[config.mk]
export PLATFORM = sky130hd
export DESIGN_NAME = rtc_init_sequencer
export DESIGN_NICKNAME = d
export VERILOG_FILES = /design/src/rtl/rtc_init_sequencer.sv
export SDC_FILE = /design/constraint.sdc
export NUM_CORES = 1
export LEC_CHECK = 0
export CAP_MARGIN = 0
export CELL_PAD_IN_SITES_DETAIL_PLACEMENT = 0
export CELL_PAD_IN_SITES_GLOBAL_PLACEMENT = 2
export CORE_ASPECT_RATIO = 1.25
export CORE_MARGIN = 1
export CORE_UTILIZATION = 31
export CTS_CLUSTER_SIZE = 8
export DETAILED_ROUTE_END_ITERATION = 12
export PLACE_DENSITY = 0.81
export SYNTH_ARGS = -nofsm -noshare
export SYNTH_HDL_FRONTEND = slang
export SYNTH_SLANG_ARGS = --single-unit
[constraint.sdc]
create_clock -name clk -period 2.32 [get_ports clk]
set_input_delay 0.58 -clock clk [delete_from_list [all_inputs] [get_ports clk]]
set_output_delay 0.58 -clock clk [all_outputs]
set_load 0.005 [all_outputs]
[src/rtl/rtc_init_sequencer.sv]
// rtc_init_sequencer: issues the fixed RTC power-up register writes over the
// shared parallel bus. Requests the bus on start, then runs one 36-cycle frame
// per command (ph1 address strobe, ph2 data strobe) separated by idle gaps,
// and pulses done after the last frame.
//
// Ports:
//   clk       - clock, rising edge
//   reset     - asynchronous active-low reset
//   start     - launch request, sampled only in IDLE
//   grant     - bus grant, sampled only in REQ
//   req       - bus request, held from REQ through the last gap/frame
//   busy      - high in every state but IDLE
//   done      - one-cycle pulse after the last frame
//   ph1, ph2  - address-phase / data-phase strobes
//   addr_out  - register address of the current command
//   data_out  - write data of the current command
//   cmd_idx   - index of the current command
module rtc_init_sequencer #(
    parameter int unsigned NUM_CMDS   = 4,
    parameter int unsigned GAP_CYCLES = 2
) (
    input  logic       clk,
    input  logic       reset,
    input  logic       start,
    input  logic       grant,
    output logic       req,
    output logic       busy,
    output logic       done,
    output logic       ph1,
    output logic       ph2,
    output logic [7:0] addr_out,
    output logic [7:0] data_out,
    output logic [1:0] cmd_idx
);

    localparam int unsigned FRAME_W = 6;
    localparam int unsigned GAP_W   = 3;
    localparam int unsigned IDX_W   = 2;

    localparam logic [FRAME_W-1:0] FRAME_LAST = FRAME_W'(35);
    localparam logic [FRAME_W-1:0] PH1_LAST   = FRAME_W'(10);
    localparam logic [FRAME_W-1:0] PH2_FIRST  = FRAME_W'(23);
    localparam logic [FRAME_W-1:0] PH2_LAST   = FRAME_W'(34);
    localparam logic [IDX_W-1:0]   IDX_LAST   = IDX_W'(NUM_CMDS - 1);
    localparam logic [GAP_W-1:0]   GAP_LAST   = GAP_W'(GAP_CYCLES - 1);

    typedef enum logic [2:0] {
        S_IDLE,
        S_REQ,
        S_XFER,
        S_GAP,
        S_DONE
    } state_e;

    state_e             state_q, state_d;
    logic [FRAME_W-1:0] frame_cnt_q, frame_cnt_d;
    logic [GAP_W-1:0]   gap_cnt_q, gap_cnt_d;
    logic [IDX_W-1:0]   idx_q, idx_d;

    logic       req_q, req_d;
    logic       busy_q, busy_d;
    logic       done_q, done_d;
    logic       ph1_q, ph1_d;
    logic       ph2_q, ph2_d;
    logic [7:0] addr_q, addr_d;
    logic [7:0] data_q, data_d;

    // Init command table: {addr, data}
    function automatic logic [15:0] cmd_entry(input logic [IDX_W-1:0] idx);
        case (idx)
            2'd0:    return 16'h0210;
            2'd1:    return 16'h0200;
            2'd2:    return 16'h10D2;
            default: return 16'hF200;
        endcase
    endfunction

    // State, counter and output registers
    always_ff @(posedge clk or negedge reset) begin
        if (!reset) begin
            state_q     <= S_IDLE;
            frame_cnt_q <= '0;
            gap_cnt_q   <= '0;
            idx_q       <= '0;
            req_q       <= 1'b0;
            busy_q      <= 1'b0;
            done_q      <= 1'b0;
            ph1_q       <= 1'b0;
            ph2_q       <= 1'b0;
            addr_q      <= '0;
            data_q      <= '0;
        end else begin
            state_q     <= state_d;
            frame_cnt_q <= frame_cnt_d;
            gap_cnt_q   <= gap_cnt_d;
            idx_q       <= idx_d;
            req_q       <= req_d;
            busy_q      <= busy_d;
            done_q      <= done_d;
            ph1_q       <= ph1_d;
            ph2_q       <= ph2_d;
            addr_q      <= addr_d;
            data_q      <= data_d;
        end
    end

    // Next state and counters
    always_comb begin
        state_d     = state_q;
        frame_cnt_d = frame_cnt_q;
        gap_cnt_d   = gap_cnt_q;
        idx_d       = idx_q;
        case (state_q)
            S_IDLE: begin
                if (start) begin
                    state_d     = S_REQ;
                    idx_d       = '0;
                    frame_cnt_d = '0;
                    gap_cnt_d   = '0;
                end
            end
            S_REQ: begin
                if (grant) begin
                    state_d     = S_XFER;
                    frame_cnt_d = '0;
                end
            end
            S_XFER: begin
                if (frame_cnt_q == FRAME_LAST) begin
                    gap_cnt_d = '0;
                    state_d   = (idx_q < IDX_LAST) ? S_GAP : S_DONE;
                end else begin
                    frame_cnt_d = frame_cnt_q + FRAME_W'(1);
                end
            end
            S_GAP: begin
                if (gap_cnt_q == GAP_LAST) begin
                    state_d     = S_XFER;
                    frame_cnt_d = '0;
                    idx_d       = idx_q + IDX_W'(1);
                end else begin
                    gap_cnt_d = gap_cnt_q + GAP_W'(1);
                end
            end
            S_DONE: begin
                state_d = S_IDLE;
                idx_d   = '0;
            end
            default: state_d = S_IDLE;
        endcase
    end

    // Outputs decoded from the next state so the registered copies line up with the state
    always_comb begin
        req_d  = 1'b0;
        busy_d = (state_d != S_IDLE);
        done_d = (state_d == S_DONE);
        ph1_d  = 1'b0;
        ph2_d  = 1'b0;
        addr_d = '0;
        data_d = '0;
        if (state_d == S_REQ || state_d == S_XFER || state_d == S_GAP) begin
            req_d = 1'b1;
        end
        if (state_d == S_XFER || state_d == S_GAP) begin
            {addr_d, data_d} = cmd_entry(idx_d);
        end
        if (state_d == S_XFER) begin
            ph1_d = (frame_cnt_d <= PH1_LAST);
            ph2_d = (frame_cnt_d >= PH2_FIRST) && (frame_cnt_d <= PH2_LAST);
        end
    end

    assign req      = req_q;
    assign busy     = busy_q;
    assign done     = done_q;
    assign ph1      = ph1_q;
    assign ph2      = ph2_q;
    assign addr_out = addr_q;
    assign data_out = data_q;
    assign cmd_idx  = idx_q;

endmodule

; Yosys cells after proc, flatten, opt, wreduce, memory -nomap -nowiden
; Cells that the tools add are included.
[classes]
n_addsub = 3
magnitude_cmp = 4
eq_ne = 15
mux = 24
reduce_logical = 9
[ops]
columns = operator, count
row1 = $pmux W16 S3, 1
row2 = $mux W3, 8
row3 = $mux W6, 4
row4 = $pmux W6 S4, 1
row5 = $mux W8, 2
row6 = $eq A3 B2 Y1 const B, 4
row7 = $pmux W3 S4, 1
row8 = $eq A3 B1 Y1 const B, 3
row9 = $pmux W3 S3, 1
row10 = $add A6 B1 Y6 const B, 1
row11 = $eq A3 B3 Y1 const B, 2
row12 = $eq A6 B6 Y1 const B, 1
row13 = $ge A6 B5 Y1 const B, 1
row14 = $le A6 B4 Y1 const B, 1
row15 = $le A6 B6 Y1 const B, 1
row16 = $ne A2 B2 Y1 const B, 3
row17 = $pmux W2 S3, 1
row18 = $reduce_bool A3 Y1, 2
row19 = $mux W2, 2
row20 = $reduce_and A4 Y1, 1
row21 = $add A3 B1 Y3 const B, 1
row22 = $logic_not A3 Y1, 1
row23 = $logic_or A1 B1 Y1, 3
row24 = $mux W1, 3
row25 = 6 further kinds, 6
[word_totals]
regBits = 35
input_bits = 4
output_inout_bits = 23

; Longest topological paths before layout
[depth]
depth_word = 8
mapped_depth = 9

; Worst setup path after synthesis
; Ideal clock, no wire load.
[synth_timing]
kind = flip-flop to flip-flop
from = register frame_cnt_q[0]
to = register ph2_q (netlist: ph2)
setup_ns = 0.073
arrival_time_ns = 2.018
required_time_ns = 2.247
setup_slack_ns = 0.228
path_stages_with_launch = 9
path_buffers = 1
period_less_slack_ns = 2.092
path_cell_list = dfrtp_1 > ha_1 > nor4b_1 > and2_1 > buf_2 > a2111oi_1 > o21ai_2 > a211o_1 > a21oi_2
[synth_via]
elab_chain_cells = 6
elab_cells_between_ends = 14
[synth_lines]
columns = item, line_no
row1 = from (decl), 56  ; logic [FRAME_W-1:0] frame_cnt_q, frame_cnt_d;
row2 = from (signal assigned), 94  ; frame_cnt_q <= frame_cnt_d;
row3 = $add A6 B1 Y6 / $eq A6 B6 Y1 (equally long branches), "133, 129"
row4 = $mux W6, 129  ; if (frame_cnt_q == FRAME_LAST) begin
row5 = $pmux W6 S4, 113  ; case (state_q)
row6 = $ge A6 B5 Y1 / $le A6 B6 Y1 (equally long branches), 170  ; ph2_d = (frame_cnt_d >= PH2_FIRST) && (frame_cnt_d <= PH2_LAST);
row7 = $logic_and A1 B1 Y1, 170
row8 = $mux W1 (*), 168  ; if (state_d == S_XFER) begin
row9 = net ph2_d, 64  ; logic ph2_q, ph2_d;
row10 = to (signal assigned), 101  ; ph2_q <= ph2_d;
row11 = to (decl), 64
; The timed path passes the listed nets; every way through them passes the cells marked *.
; A chain may end at the register's enable or synchronous reset.

; Worst setup path after layout
[layout_timing]
from = input start
to = register ph2_q (netlist: ph2)
[layout_via]
elab_chain_cells = 5
elab_cells_between_ends = 9
[layout_lines]
columns = item, line_no
row1 = from (decl), 24  ; input logic start,
row2 = $mux W6, 115  ; if (start) begin
row3 = $pmux W6 S4, 113
row4 = $ge A6 B5 Y1 / $le A6 B6 Y1 (equally long branches), 170
row5 = $logic_and A1 B1 Y1, 170
row6 = $mux W1 (*), 168
row7 = net ph2_d, 64
; Marks and branches as above.

==> flow_metrics.env <==
export IMPL_run_status="completed"
export IMPL_pre_cts_slack_ns=-0.253
export IMPL_holdPathEnd="gap_cnt_q[0]$_DFFE_PN0P_"
export IMPL_final_max_slew_violation_count=0
export IMPL_async_reset_ff_share_pct=100
export IMPL_fin_nets=166
export IMPL_peakVddDrop_v=0.000417
export IMPL_drive_gt1_share_pct=17.8
export IMPL_drtAntennaViolNets=0
export IMPL_finalSetupViolCount=0
export IMPL_grt_pass1_wl_mm=4.50
export IMPL_grt_busiest_layer="met2"
export IMPL_clockBufferDepth=2
export IMPL_ioPinCount=27
export IMPL_post_cts_buffers=0
export IMPL_hold_path_cell_count=1
export IMPL_yosysSeqAreaShare_pct=46.6
export IMPL_grt_pass1_vias=1058
export IMPL_synth_area_um2=1290
export IMPL_diodes=0
export IMPL_drt_pass1_iter_count=4
export IMPL_final_cell_mix="dfrtp_1, clkdlybuf4s50_1, buf_4"
export IMPL_swShare_pct=34.1
export IMPL_place_congestion=0.787
export IMPL_core_um2=3880
export IMPL_postSynthAreaPerCell_um2=9.90
export IMPL_die_area_um2=4420
export IMPL_p_seq_share_pct=34.5
export IMPL_grt_util_met2_pct=22.8
export IMPL_cts_sinks=24
export IMPL_dieWidth_um=59.6
export IMPL_start_util_pct=33.2
export IMPL_reg2reg_from="state_q[1]$_DFF_PN0_"
export IMPL_syn_inst=130
export IMPL_p_per_area_nw_per_um2=1110
export IMPL_final_cells=211
export IMPL_ys_warn_count=0
export IMPL_fin_crit_ns=2.17
export IMPL_route_detailed_drc=0
export IMPL_dp_cells=207
export IMPL_grt_util_all_layers_pct=13.4
export IMPL_finalCritPeriodShare_pct=93.4
export IMPL_p_comb_share_pct=45.6
export IMPL_synth_seq_cells=24
export IMPL_p_int_w=0.00120
export IMPL_hp_class="reg2reg"
export IMPL_worst_slack_ns=0.153
export IMPL_tightestPinTransition_ns=0.561
export IMPL_worst_endpoint_arrival_ns=2.37
export IMPL_grt_util_met3_pct=2.26
export IMPL_worstSetupPathType="in2reg"
export IMPL_viasPerCell=4.67
export IMPL_cts_root_buffer="clkbuf_8"
export IMPL_clk_pin_slew_ns=0.08
export IMPL_rows=25
export IMPL_cp_start_kind="primary input"
export IMPL_rrSetupSlack_ns=0.19
export IMPL_min_from="gap_cnt_q[0]$_DFFE_PN0P_"
export IMPL_portBuffers=19
export IMPL_final_common_cell="dfrtp_1"
export IMPL_drt_iter0_drc=45
export IMPL_critPathRequiredTime_ns=2.52
export IMPL_gr_total_overflow=0
export IMPL_rsz0062_at_grt="false"
export IMPL_fin_skew_ns=0.00255
export IMPL_wl_per_cell_um=12.4
export IMPL_dp_hpwl_mm=2.09
export IMPL_antenna_found_initial=0
export IMPL_worstReg2RegEnd="ph2$_DFF_PN0_"
export IMPL_p_switching_w=0.000622
export IMPL_hold_viol=0
export IMPL_max_slew_margin_rel_pct=62.2
export IMPL_syn_to_final_growth_pct=27.2
export IMPL_path_max_fanout=7
export IMPL_clkLatencyLatePin_ns=0.26
export IMPL_max_cap_violations=0
export IMPL_leakagePower_nw=0.757
export IMPL_fmax_ghz=0.461
export IMPL_h_tree_depth=1
export IMPL_synth_edff_count=0
export IMPL_numCtsBuffers=3
export IMPL_clkPwrFrac_pct=19.9
export IMPL_cts_tree="done"
export IMPL_num_vias=986
export IMPL_rr_worst_depth=7
export IMPL_grtUsageMet1_pct=16.2
export IMPL_synth_ff_type="dfrtp_1"
export IMPL_endpoint_kind="register"
export IMPL_routed_wl_mm=2.62
export IMPL_synth_distinct_cells=45
export IMPL_die_y_um=74.1
export IMPL_grt_max_degree=25
-- worst max-delay path by stage --
stage / depth (start not counted) / start / end
finish: 8 / start / ph2$_DFF_PN0_
global placement: 8 / start / ph2$_DFF_PN0_
floorplan: 8 / frame_cnt_q[0]$_DFF_PN0_ / ph2$_DFF_PN0_
global route: 7 / frame_cnt_q[1]$_DFF_PN0_ / gap_cnt_q[2]$_DFFE_PN0P_
CTS: 8 / start / ph2$_DFF_PN0_
detailed placement: 8 / start / ph2$_DFF_PN0_
-- logic make-up after synthesis --
family | synth area share (%)
other | 0.291
flip-flops | 46.6
buffers and inverters | 12.0
multiplexers | 2.43
AO/OA/AOI/OAI | 15.7
AND/OR/NAND/NOR | 18.3
XOR/XNOR | 0.680
adder cells (fa/ha/maj) | 3.89
-- layer usage --
layer | wire length, um | vias up | share of wire [%]
met5 | 0 | - | 0
met4 | 51 | 0 | 1.9
met3 | 40 | 7 | 1.5
met2 | 1360 | 16 | 52
met1 | 1170 | 477 | 45
li1 | - | 486 | -
-- metrics by stage --
step                instance area, um^2  total power, W  util (%)  hold WS (ns)  setup TNS, ns
floorplan                          1310         0.00112         -         0.284              0
global placement                   1560         0.00144      40.1         0.501         -0.270
detailed placement                 1560         0.00146      40.1         0.506         -0.355
CTS                                1630         0.00183      41.9         0.522              0
global route                       1640         0.00198      42.2         0.555              0
finish                             1640         0.00182      42.2         0.513              0
-- cells in the mapped netlist, types with 2 or more instances --
library cell | count | area share [%]
dfrtp_1 | 24 | 47
buf_4 | 12 | 7.0
inv_1 | 12 | 3.5
nand2_1 | 11 | 3.2
nor2_1 | 10 | 2.9
a21oi_1 | 4 | 1.6
ha_1 | 4 | 3.9
o21ai_0 | 4 | 1.6
nand2b_1 | 3 | 1.5
nand3_1 | 3 | 1.2
a21o_1 | 2 | 1.2
and3_1 | 2 | 0.97
mux2i_1 | 2 | 1.6
nand4_1 | 2 | 0.97
nor3_1 | 2 | 0.78
nor4_1 | 2 | 0.97
o2bb2ai_1 | 2 | 1.4
o31ai_1 | 2 | 1.2
-- power by group through the flow --
stage                     Combinational (W)  Clock [W]  Sequential [W]
after global routing               0.000934   0.000403        0.000646
final                              0.000831   0.000363        0.000628
after detailed placement           0.000824          0        0.000637
after global placement             0.000812          0        0.000632
after floorplan                    0.000510          0        0.000615
after CTS                          0.000827   0.000379        0.000630
-- critical path, stage by stage --
cell and delay [ns]:
clkdlybuf4s50_1 0.43, nor3_2 0.16, a311oi_2 0.07, buf_4 0.18, a2111oi_2 0.44, o21ai_2 0.08
a211o_1 0.31, a21oi_2 0.12
-- registers in the layout, summed over array words and instances, names as in the netlist --
| register | cells |
|---|---|
| frame_cnt_q | 6 |
| addr_out | 3 |
| gap_cnt_q | 3 |
| state_q | 3 |
| cmd_idx | 2 |
| data_out | 2 |
| busy | 1 |
| done | 1 |
| ph1 | 1 |
| ph2 | 1 |
| req | 1 |
-- layout make-up --
cell class / count / area (um^2)
Clock inverter: 1 / 30.0
Multi-Input combinational cell: 85 / 566
Fill cell: 409 / 2240
Clock buffer: 3 / 41.3
Sequential cell: 24 / 601
Timing Repair Buffer: 32 / 288
Inverter: 12 / 45.0
Tap cell: 54 / 67.6
-- what timing repair did --
| action | 4_1_cts | 5_1_grt |
|---|---|---|
| gates resized for setup | 0 | 2 |
| endpoints found under the setup margin | 0 | 2 |
| hold buffers | 0 | 0 |
No activity file was read; power rests on OpenSTA's default activity.
